### src/rtl/fir_coeff_loader_pkg.sv
// Shared constants and FSM state type for the FIR coefficient loader.
// The CHECK state only exists when FIR_COEFF_CKSUM_EN is defined.
package fir_coeff_loader_pkg;

    localparam int NTAPS           = 8;
    localparam int COEFF_W         = 16;
    localparam int COEFF_FRAC_BITS = 13;
    localparam int IDX_W           = $clog2(NTAPS);

    // Unity gain in the 2^13-scaled coefficient format.
    localparam logic [COEFF_W-1:0] UNITY_COEFF = COEFF_W'(1 << COEFF_FRAC_BITS);

    typedef enum logic [1:0] {
        IDLE   = 2'd0,
        LOAD   = 2'd1,
`ifdef FIR_COEFF_CKSUM_EN
        CHECK  = 2'd2,
`endif
        COMMIT = 2'd3
    } loader_state_e;

endpackage

### src/rtl/fir_coeff_loader.sv
// Double-buffered loader for the 8-tap FIR coefficient bank, fed by a valid/ready word stream.
// Define FIR_COEFF_CKSUM_EN to require a trailing wrap-around checksum word before commit.
module fir_coeff_loader
    import fir_coeff_loader_pkg::*;
(
    input  logic               CLK,
    input  logic               RESET,
    input  logic               LOAD_START,
    input  logic [COEFF_W-1:0] WORD_IN,
    input  logic               WORD_VALID,
    output logic               WORD_READY,
    input  logic               ENABLE_REQ,
    output logic               ENABLE_FIR,
    output logic               COEFF_VALID,
    output logic [COEFF_W-1:0] COEFF_0,
    output logic [COEFF_W-1:0] COEFF_1,
    output logic [COEFF_W-1:0] COEFF_2,
    output logic [COEFF_W-1:0] COEFF_3,
    output logic [COEFF_W-1:0] COEFF_4,
    output logic [COEFF_W-1:0] COEFF_5,
    output logic [COEFF_W-1:0] COEFF_6,
    output logic [COEFF_W-1:0] COEFF_7,
    output logic               LOAD_BUSY,
    output logic               LOAD_DONE,
    output logic               LOAD_ERR
);

    loader_state_e      state_q;
    loader_state_e      state_d;
    logic [IDX_W-1:0]   index_q;
    logic [COEFF_W-1:0] shadow_q [NTAPS];
    logic [COEFF_W-1:0] active_q [NTAPS];
    logic               coeff_valid_q;
    logic               enable_fir_q;
    logic               load_done_q;
    logic               load_err_q;

    logic               accept;
    logic               load_word;
    logic               restart;
    logic               clear_burst;
    logic               cksum_err;

`ifdef FIR_COEFF_CKSUM_EN
    logic [COEFF_W-1:0] sum_q;
`endif

    assign WORD_READY = (state_q == LOAD)
`ifdef FIR_COEFF_CKSUM_EN
                      || (state_q == CHECK)
`endif
                      ;

    // A LOAD_START in the same cycle as a word wins: the word is dropped.
    assign accept      = WORD_VALID && WORD_READY && !LOAD_START;
    assign load_word   = accept && (state_q == LOAD);
    assign clear_burst = LOAD_START && (state_q != COMMIT);

    always_comb begin
        state_d   = state_q;
        restart   = 1'b0;
        cksum_err = 1'b0;
        case (state_q)
            IDLE: begin
                if (LOAD_START) begin
                    state_d = LOAD;
                end
            end
            LOAD: begin
                if (LOAD_START) begin
                    restart = 1'b1;
                    state_d = LOAD;
                end else if (accept && (index_q == IDX_W'(NTAPS - 1))) begin
`ifdef FIR_COEFF_CKSUM_EN
                    state_d = CHECK;
`else
                    state_d = COMMIT;
`endif
                end
            end
`ifdef FIR_COEFF_CKSUM_EN
            CHECK: begin
                if (LOAD_START) begin
                    restart = 1'b1;
                    state_d = LOAD;
                end else if (accept) begin
                    if (WORD_IN == sum_q) begin
                        state_d = COMMIT;
                    end else begin
                        cksum_err = 1'b1;
                        state_d   = IDLE;
                    end
                end
            end
`endif
            COMMIT: begin
                state_d = IDLE;
            end
            default: begin
                state_d = IDLE;
            end
        endcase
    end

    always_ff @(posedge CLK) begin
        if (RESET) begin
            state_q       <= IDLE;
            index_q       <= '0;
            coeff_valid_q <= 1'b0;
            enable_fir_q  <= 1'b0;
            load_done_q   <= 1'b0;
            load_err_q    <= 1'b0;
            for (int i = 0; i < NTAPS; i++) begin
                shadow_q[i] <= '0;
                active_q[i] <= (i == 0) ? UNITY_COEFF : '0;
            end
        end else begin
            state_q      <= state_d;
            load_done_q  <= (state_q == COMMIT);
            load_err_q   <= restart || cksum_err;
            enable_fir_q <= ENABLE_REQ && coeff_valid_q;

            if (clear_burst) begin
                index_q <= '0;
            end else if (load_word) begin
                shadow_q[index_q] <= WORD_IN;
                index_q           <= index_q + 1'b1;
            end

            // Whole-bank swap so the filter never sees a mix of old and new taps.
            if (state_q == COMMIT) begin
                for (int i = 0; i < NTAPS; i++) begin
                    active_q[i] <= shadow_q[i];
                end
                coeff_valid_q <= 1'b1;
            end
        end
    end

`ifdef FIR_COEFF_CKSUM_EN
    always_ff @(posedge CLK) begin
        if (RESET) begin
            sum_q <= '0;
        end else if (clear_burst) begin
            sum_q <= '0;
        end else if (load_word) begin
            sum_q <= sum_q + WORD_IN;
        end
    end
`endif

    assign COEFF_VALID = coeff_valid_q;
    assign ENABLE_FIR  = enable_fir_q;
    assign LOAD_DONE   = load_done_q;
    assign LOAD_ERR    = load_err_q;
    assign LOAD_BUSY   = (state_q != IDLE);

    assign COEFF_0 = active_q[0];
    assign COEFF_1 = active_q[1];
    assign COEFF_2 = active_q[2];
    assign COEFF_3 = active_q[3];
    assign COEFF_4 = active_q[4];
    assign COEFF_5 = active_q[5];
    assign COEFF_6 = active_q[6];
    assign COEFF_7 = active_q[7];

endmodule

### config.mk
export PLATFORM = sky130hd
export DESIGN_NAME = fir_coeff_loader
export DESIGN_NICKNAME = d
export VERILOG_FILES = /design/src/rtl/fir_coeff_loader_pkg.sv /design/src/rtl/fir_coeff_loader.sv
export SDC_FILE = /design/constraint.sdc
export NUM_CORES = 1
export LEC_CHECK = 0
export CORE_AREA = 2 2 144 146
export CTS_CLUSTER_DIAMETER = 40
export CTS_CLUSTER_SIZE = 20
export DETAILED_ROUTE_END_ITERATION = 6
export DIE_AREA = 0 0 146 148
export DONT_BUFFER_PORTS = 1
export HOLD_SLACK_MARGIN = 0.05
export PLACE_DENSITY = 0.64
export SETUP_SLACK_MARGIN = 0.4
export SYNTH_ARGS = -nofsm -noshare
export SYNTH_HDL_FRONTEND = slang
export SYNTH_SLANG_ARGS = --single-unit
### constraint.sdc
create_clock -name CLK -period 9.72 [get_ports CLK]
set_input_delay 2.916 -clock CLK [delete_from_list [all_inputs] [get_ports CLK]]
set_output_delay 2.916 -clock CLK [all_outputs]
set_load 0.1 [all_outputs]
# ---- Word level (Yosys, flattened, before mapping)
# Memories as Yosys holds them, arrays and structs flattened.
# Index checks and enable logic that the tools add are counted.
dict set report classes {
  eq_ne 6
  n_reduce_logical 13
  bitwise 9
  addsub 1
  muxes 25
}
# operator n
set ops {}
lappend ops {{$mux W16} 9}
lappend ops {{$reduce_or A16 Y1} 1}
lappend ops {{$mux W1} 11}
lappend ops {{$or A1 B1 Y1} 8}
lappend ops {{$logic_and A1 B1 Y1} 6}
lappend ops {{$mux W2} 3}
lappend ops {{$ne A2 B2 Y1 const B} 2}
lappend ops {{$pmux W2 S2} 1}
lappend ops {{$reduce_or A2 Y1} 2}
lappend ops {{$add A3 B1 Y3 const B} 1}
lappend ops {{$eq A3 B3 Y1 const B} 1}
lappend ops {{$mux W3} 1}
lappend ops {{$ne A3 B2 Y1 const B} 1}
lappend ops {{$eq A2 B1 Y1 const B} 1}
lappend ops {{$eq A2 B2 Y1 const B} 1}
lappend ops {{$logic_not A2 Y1} 1}
lappend ops {{$reduce_and A2 Y1} 1}
lappend ops {{$reduce_bool A2 Y1} 1}
lappend ops {{$logic_not A1 Y1} 1}
lappend ops {{$not A1 Y1} 1}
dict set report word_totals {
  elab_cells 62
  ff_bits 9
  ram_bits 256
  in_bits 21
  memories 2
}
# memory depth width rd rd_clocked_by_memory_dff wr line_no
set memory_table {}
lappend memory_table {active_q 8 16 8 0 8 fir_coeff_loader.sv:32} ;# logic [COEFF_W-1:0] active_q [NTAPS];
lappend memory_table {shadow_q 8 16 8 0 8 fir_coeff_loader.sv:31} ;# logic [COEFF_W-1:0] shadow_q [NTAPS];

# ---- Logic depth before layout (Yosys ltp)
# Gate-level depths: netlist of the first run.
dict set report depth {
  word_depth 10
  mapped_depth 6
  depth_no_buf 4
}

# ---- Worst setup path after synthesis of the first run
# Ideal clock, no wire load.
dict set report synth_timing {
  path_kind {input to register}
  from {in RESET}
  to {mem active_q[0][0] (enable)}
  setup_time_ns 0.509
  path_slack_ns 2.486
  cell_stages 4
  arrival_ns 6.725
  t_required_ns 9.211
  cell_sequence {buf_2 clkbuf_1 clkbuf_1 nand2b_1}
}
# item line_no
set synth_rtl {}
lappend synth_rtl {{start, declared} fir_coeff_loader.sv:7} ;# input logic RESET,
lappend synth_rtl {{end, declared} fir_coeff_loader.sv:32}

# ---- Worst setup path after layout of the first run
dict set report layout_timing {
  from {reg state_q[0]}
  to {out WORD_READY}
}
dict set report layout_between {
  elab_chain_cells 1
}
# item line_no
set layout_rtl {}
lappend layout_rtl {{start, declared} fir_coeff_loader.sv:28} ;# loader_state_e state_q;
lappend layout_rtl {{start signal, assigned} fir_coeff_loader.sv:118} ;# state_q <= state_d;
lappend layout_rtl {{$eq A2 B1 Y1} fir_coeff_loader.sv:48} ;# assign WORD_READY = (state_q == LOAD)
lappend layout_rtl {{end, declared} fir_coeff_loader.sv:11} ;# output logic WORD_READY,
# Every way passes these cells.

==> results.md, run 1 <==
- Clock skew: 0.0159 ns
- Placeable Area: 20,000 sq um
- Final antenna-violating net count: 0
- R2R Path Start: index_q[0]
- Post-CTS Hold Buffers: 0
- First-pass GRT wire length: 28,100 um
- Post-CTS Resized: 0
- Syn Nets: 634
- Status: complete, no violations
- Largest net degree at the start of global routing: 97
- Skew-Pair Late Insertion Delay: 0.53 ns
- R2R setup slack: 6.90 ns
- Clock power share: 41.4%
- Worst path arrival time: 1.90 ns
- Post-synthesis register bit count: 265
- Drt via density: 5.08
- N_diodes: 0
- DRC violation count after routing: 0
- Net Sw Frac: 26.0%
- Post-CTS Setup Inserts: 0
- Slew at the pin with the worst max-slew slack: 1.08 ns
- Post-synth EDFFs: 256
- Mapped Area: 9910 sq um
- Top Ports: 155
- Final cycle utilization of the critical path: 49.5%
- Root Driver: clkbuf_16
- HP Start: shadow_q[5][3]
- Die width: 146 um
- Routability-driven placement congestion ratio: 0.783
- PD cells: 231 nW/um^2
- Int Pwr: 1.89 mW
- Syn avg cell area: 16.2 sq um
- Final Setup Violations: 0
- Antenna violations before repair: 0
- Lkg Pwr: 4.04 nW
- Fin. Hold Viols: 0
- Terminus of the critical flop-to-flop path: shadow_q[7][10]
- Nets: 636
- Grt ovf: 0
- Core Util, Final: 55.3%
- Crit path kind: reg -> out
- Peak supply drop: 110 uV
- Cts bufs inserted: 29
- PortBufs: 0
- 1st-iter DRT viols: 334
- Highest-delay cell along the critical path: nor2b_2
- Worst Hold Class: reg -> reg
- CTS tree: yes
- Seq pwr share: 57.0%
- Setup TNS: 0 ns
- Slew margin rel.: 27.7%
- TritonRoute pass-1 iters: 5
- Critical Path Start Type: register
- P&R area growth vs syn: 11.8%
- Total Wirelength: 18,300 um
- CP peak stage delay: 0.92 ns
- Share of post-route cells with drive strength above 1: 10.7%
- Max H-tree Level: 1
- Worst-path maximum fanout: 7
- FMAX: 208 MHz
- Power share of the combinational group: 1.6%
- Die area: 21,600 sq um
- DR vias: 4,589
- Switching power: 667 uW
- Chip Height: 148 um
- Number of global-route vias before repair: 4,794
- Kind of end point of the critical path: primary output
- Tot GR Track Use: 17.0%
- Post-Syn Instances: 611
- RSZ-0062 raised after global routing: false
- Seq/Total Area, Yosys: 79.4%
- Detailed-route wire length per cell: 20.2 um
- Initial Util: 49.5%
- HPWL after detailed placement: 12,200 um
- Data required, critical path: 6.80 ns
- CP top delay family: simple AND/OR/NAND/NOR gates
- Core Rows: 52
- Clock Sinks: 265
- Max Root-Sink Buffers: 3
- Hold worst-path end: active_q[1][19]
- Max cap viols: 0
- Worst-path cell chain: nor2b_2
- WHS Path Cells: 1
- Asr flop ratio synth: 0%
- Finished Layout Cells: 904
- Final slew viol count: 0
- Yosys cell types: 34
- Clk slew on worst S/H paths: 0.06 ns
- Prevailing post-synth register cell: edfxtp_1
- Placed cell count: 852
- CP bufs+invs: 0
- Min cycle time layout: 4.81 ns
- YS warnings: 0
- FF-to-FF path depth: 3
==> layer usage <==
layer  track usage [%]  share of wire (%)  vias up
met4              4.66                1.9        0
met1              21.8                 42     2277
met2              29.1                 50      152
met5                 0                  0        -
li1                  -                  -     2133
met3              4.20                6.3       27
==> cells in the final DEF (no fill, tap or decap), types with 2 or more instances in the layout <==
cell type and instances:
clkinv_4 3, a21o_1 3, and2_1 159, clkinv_2 2
mux2i_1 2, inv_8 3, clkbuf_1 2, clkbuf_16 29
nor2_8 3, and3b_1 2, nor2_1 69, edfxtp_1 256
nor2b_1 32, ha_1 2, inv_6 3, inv_1 3
buf_4 2, clkinvlp_4 4, nand2_1 17, dfxtp_1 9
clkinv_8 4, or2_2 5
==> state kept, by name (all words and copies together) (netlist names) <==
| signal | flops |
|---|---|
| ENABLE_FIR | 1 |
| COEFF_VALID | 1 |
| LOAD_DONE | 1 |
| LOAD_ERR | 1 |
| shadow_q | 128 |
| index_q | 3 |
| state_q | 2 |
| active_q | 128 |
==> worst max path at each step <==
stage,from,end,slack [ns],depth (start not counted)
after floorplan,RESET,active_q[0][0],2.49,4
after global placement,RESET,shadow_q[7][7],4.59,3
after detailed placement,RESET,shadow_q[7][12],4.41,3
after CTS,state_q[0],WORD_READY,4.88,1
after global routing,RESET,shadow_q[7][5],4.75,3
final,state_q[0],WORD_READY,4.91,1
==> stage by stage <==
stage | cell area, sq um | setup WS (ns) | hold WS, ns | total power, mW
6_report | 11100 | 4.91 | 0.521 | 2.56
5_1_grt | 11100 | 4.75 | 0.539 | 2.63
4_1_cts | 11100 | 4.88 | 0.522 | 2.58
3_5_place_dp | 10100 | 4.41 | 0.504 | 1.53
3_3_place_gp | 10100 | 4.59 | 0.502 | 1.52
2_1_floorplan | 9910 | 2.49 | 0.481 | 1.51
==> area by class of cell <==
type / count / area, sq um
clock buffers: 31 / 733
clock inverters: 21 / 225
fillers: 1619 / 8950
repair buffers: 2 / 15.0
inverters: 3 / 11.3
flip-flops and latches: 265 / 7870
well taps: 270 / 338
multi-input cells: 312 / 1890
==> cells in the mapped netlist, types with 2 or more instances <==
master / n / area share (%)
and3b_1: 2 / 0.18
and2_1: 159 / 10
edfxtp_1: 256 / 78
buf_6: 6 / 0.68
ha_1: 2 / 0.25
buf_2: 5 / 0.25
nor2b_1: 33 / 2.1
nor2_1: 70 / 2.7
mux2i_1: 2 / 0.20
inv_1: 3 / 0.11
clkbuf_1: 18 / 0.68
dfxtp_1: 9 / 1.8
or2_2: 5 / 0.32
a21o_1: 3 / 0.23
nor2_8: 3 / 0.61
nand2_1: 17 / 0.64
==> cells by family (layout without fill, tap and decap cells) <==
family / after synthesis / after routing / synth area share (%)
flops: 265 / 265 / 79.4
compound gates: 7 / 7 / 0.543
simple gates: 300 / 300 / 17.7
mux: 2 / 2 / 0.202
buf+inv: 34 / 57 / 1.86
fa+ha+maj: 2 / 2 / 0.252
xor+xnor: 1 / 1 / 0.0884
==> power groups by stage <==
stage / clock [mW] / combinational (mW) / sequential [mW]
floorplan: 0 / 0.0342 / 1.48
global placement: 0 / 0.0393 / 1.49
detailed placement: 0 / 0.0412 / 1.49
CTS: 1.08 / 0.0413 / 1.46
global route: 1.13 / 0.0441 / 1.46
finish: 1.06 / 0.0403 / 1.46
Power figures use the tool's default switching activity.
==> run 2: changes to the inputs <==
==> constraint.sdc (replaced) <==
create_clock -name CLK -period 4.58 [get_ports CLK]
set_input_delay 1.374 -clock CLK [delete_from_list [all_inputs] [get_ports CLK]]
set_output_delay 1.374 -clock CLK [all_outputs]
set_load 0.1 [all_outputs]
==> run 2 against run 1 <==
- cell area increased by 1.8%
- power increased by 130%
- count of clock-buffer cells in the layout increased by 3
- clock power increased by 150%
- flip-flop and latch count unchanged
- clock skew decreased by 0.0056 ns
- worst hold slack got worse by 0.0091 ns
- critical path depth unchanged
- sequential share of layout area decreased by 1.2 points
- core utilization increased by 0.99 points
- non-clock buffer count increased by 3
- highest routed layer unchanged
- final cell count increased by 0.77%
==> results.md, run 2 (synthesis results as in run 1) <==
- Status: complete, no violations
- Max H-tree Level: 1
- CP peak stage delay: 0.92 ns
- PD cells: 515 nW/um^2
- Tot GR Track Use: 16.8%
- Core Util, Final: 56.3%
- Critical Path Start Type: register
- Number of global-route vias before repair: 4,662
- Nets: 641
- N_diodes: 0
- Slew margin rel.: 27.9%
- Antenna violations before repair: 0
- CP bufs+invs: 0
- Lkg Pwr: 4.15 nW
- Data required, critical path: 3.21 ns
- Worst-path cell chain: nor2b_2
- DR vias: 4,654
- Root Driver: clkbuf_16
- P&R area growth vs syn: 13.8%
- Final antenna-violating net count: 0
- Highest-delay cell along the critical path: nor2b_2
- Die area: 21,600 sq um
- Pre-CTS setup slack: 1.30 ns
- Kind of end point of the critical path: primary output
- Total Wirelength: 18,400 um
- # fillers: 1,595
- Drt via density: 5.11
- Cts bufs inserted: 31
- DRC violation count after routing: 0
- FF-to-FF path depth: 3
- WHS Path Cells: 1
- Post-CTS Resized: 0
- Final slew viol count: 0
- Post-CTS Hold Buffers: 0
- First-pass GRT wire length: 27,900 um
- Largest registers: active_q (128), shadow_q (128), index_q (3)
- 1st-iter DRT viols: 331
- Fin. Hold Viols: 0
- RSZ-0062 raised after global routing: false
- Slew at the pin with the worst max-slew slack: 1.08 ns
- HPWL after detailed placement: 12,000 um
- Peak supply drop: 249 uV
- Post-CTS Setup Inserts: 0
- TritonRoute pass-1 iters: 5
- Worst path arrival time: 1.92 ns
- Stages on worst setup path: 1
- CTS tree: yes
- Final Setup Violations: 0
- Share of post-route cells with drive strength above 1: 11.9%
- Area after DPL: 10,200 sq um
- Top Ports: 155
- PortBufs: 0
- Crit path kind: reg -> out
- Min cycle time layout: 3.29 ns
- Placeable Area: 20,000 sq um
- Max Root-Sink Buffers: 3
- Detailed-route wire length per cell: 20.2 um
- Worst Hold Class: reg -> reg
- Grt ovf: 0
- Setup ws final: 1.29 ns
- Worst-path maximum fanout: 7
- Multi-input gate area: 1890 sq um
- Core Rows: 52
- Initial Util: 49.5%
- Most common cell after layout, fill and taps aside: edfxtp_1
- Power Total: 5.81 mW
- FMAX: 304 MHz
- Clk slew on worst S/H paths: 0.06 ns
- Clock Sinks: 265
- Final cycle utilization of the critical path: 71.9%
- Register Area: 7870 sq um
- Routability-driven placement congestion ratio: 0.795
- Post-route design area: 11,300 sq um
- CP top delay family: simple AND/OR/NAND/NOR gates
- Setup TNS: 0 ns
- Largest net degree at the start of global routing: 69
- Chip Height: 148 um
- Most frequent cells in the layout: edfxtp_1, and2_1, nor2_1
- Skew-Pair Late Insertion Delay: 0.54 ns
- Max cap viols: 0
- Die width: 146 um
- Clock skew: 0.0103 ns
==> run 2: path summary, 6_finish.rpt <==
check / start / end / slack [ns]
max: state_q[0] / WORD_READY / 1.29
min: shadow_q[3][6] / active_q[0][54] / 0.51
max reg2reg: state_q[1] / shadow_q[6][3] / 2.16
min reg2reg: shadow_q[3][6] / active_q[0][54] / 0.51
==> run 2: metrics by stage <==
| stage | std cells | hold WS (ns) |
|---|---|---|
| floorplan | 611 | 0.481 |
| global placement | 855 | 0.501 |
| detailed placement | 855 | 0.502 |
| CTS | 911 | 0.513 |
| global route | 911 | 0.536 |
| finish | 911 | 0.512 |
==> run 2: report_power, final <==
group          total (mW)  internal, mW  switching [mW]
registers            3.10          2.74           0.357
logic              0.0874        0.0184          0.0690
clock network        2.62          1.66           0.961
total                5.81          4.42            1.39
==> run 2: worst register-to-register path, stage by stage (launching register included) <==
cell and delay (ns):
dfxtp_1 0.41, or4b_1 0.93, nor2_8 0.33, or2_2 0.40
==> run 2: layer usage <==
layer,GRT usage [%],wire (um),share of wire (%)
met1,22.2,7780,42
met4,5.63,442,2.4
met3,5.22,1470,8.0
met5,0,0,0
met2,26.9,8710,47
==> run 2: final cells by class <==
cell class,instances,area share (%)
Multi-Input combinational cell,312,16.8
Timing Repair Buffer,5,0.444
Clock inverter,22,2.87
Sequential cell,265,69.7
Inverter,3,0.0998
Clock buffer,34,7.06
Tap cell,270,2.99
==> variant, RTL diff (flow settings as in run 2) <==
Add a define of `FIR_COEFF_CKSUM_EN`.
--- a/src/rtl/fir_coeff_loader_pkg.sv
+++ b/src/rtl/fir_coeff_loader_pkg.sv
@@ -2,2 +2,4 @@
 // The CHECK state only exists when FIR_COEFF_CKSUM_EN is defined.
+`define FIR_COEFF_CKSUM_EN
+
 package fir_coeff_loader_pkg;
Formal check against the unedited RTL: not equivalent (Yosys sat finds a counterexample within 10 cycles, from zero or initial values and one cycle with RESET high).
==> variant against run 2 <==
- setup slack better by 0.052 ns
- power up 7.2%
- fmax up 1.6%
- final area up 14%
- wire length up 23%
- synthesized area up 14%
- cell count up 20%
- sequential cell count up 16
- critical path type is now flip-flop to flip-flop
- critical endpoint is now shadow_q[6][3]$_SDFFCE_PN0P_
- highest routed layer unchanged
==> variant: results (changes against run 2) <==
status=finished clean; power dissipated in combinational cells=0.141 mW (+61%); slew at the pin with the worst max-slew slack=1.027 ns (-0.04979 ns); sum of net half-perimeters after detailed placement=14110 um (+17%); LEAKAGE=4.803 nW (+16%); XOR/XNOR Fraction of Synth Area=0.006959 (+0.006076); endpoint of the most critical setup path=shadow_q[6][3]$_SDFFCE_PN0P_; worst reg2reg path startpoint=state_q[0]$_SDFFE_PP0P_; H-tree depth=2 (+1); worst hold slack=0.4585 ns (-0.05310 ns); number of distinct library cells after synthesis=55 (+62%); internal power summed over all cells=4.608 mW (+4.2%); hold path cells=2 (+1); filler-free cell count of the finished design=1096 (+20%); clock-net power=2.84 mW (+8.4%); via count=5850 (+26%); vias in the first global route=5839 (+25%); routed length per placed instance=20.59 um (+1.9%); worst vdd ir=0.0003840 V (+54%); Post-synth top cells=256 x sky130_fd_sc_hd__edfxtp_1, 223 x sky130_fd_sc_hd__and2_1, 34 x sky130_fd_sc_hd__nand2_1; Filler Cell Count=1478 (-7.3%); adder-cell share of the synthesized area=0.02607 (+0.02354); pre-CTS setup slack=0.9982 ns (-0.2985 ns); CTS buffer count=36 (+16%); number of cells in the design after placement=1028 (+20%); share of synthesized flip-flops with an asynchronous set or reset=0 (unchanged); biggest registers after layout=active_q (128), shadow_q (128), sum_q (16); total placed instance area=11650 um2 (+15%); synthesized net count=822 (+30%); FF-to-FF path depth=7 (+4); library cell contributing the largest single delay on the critical path=sky130_fd_sc_hd__and4b_1; top post-synthesis cells by area=sky130_fd_sc_hd__edfxtp_1 68%, sky130_fd_sc_hd__and2_1 12%, sky130_fd_sc_hd__dfxtp_1 4.4%; first drt pass iteration count=6 (+1); final estimated routing congestion in global placement=0.8406 (+5.7%); P_sw=1.618 mW (+17%); register-to-register path setup slack=1.34 ns (-0.82 ns); number of nets in the layout=840 (+31%); All-Layer GR Usage=0.2082 (+0.03980); Worst Min Path Start=sum_q[7]$_SDFFE_PP0P_; largest net degree at the start of global routing=92 (+33%)
[variant: changes by cell type in the layout (fill, tap and decap cells not counted), sizes merged, moves of 7 or more]
cell / change
a21oi: +20
nand2: +17
nor2: -47
nor3: +8
dfxtp: +16
ha: +20
nand3: +7
inv: +8
and2: +65
o21ai: +8
[variant: layer usage]
metal,track usage,vias to the layer above,part of all wire
met4,0.07087,0,0.025
met1,0.2714,2846,0.43
met2,0.3509,168,0.49
li1,-,2795,-
met3,0.04537,41,0.053
met5,0,-,0
[variant: final cells by class]
| class | instances | area, um2 | share of cell area |
|---|---|---|---|
| sequential | 281 | 8188 | 0.6340 |
| clock buffer | 40 | 958.4 | 0.07421 |
| clock inverter | 26 | 301.5 | 0.02335 |
| multi-input combinational | 459 | 3003 | 0.2325 |
| inverter | 7 | 26.28 | 0.002034 |
| tap | 270 | 337.8 | 0.02616 |
| antenna | 2 | 5.005 | 0.0003875 |
| timing repair buffer | 11 | 95.09 | 0.007363 |
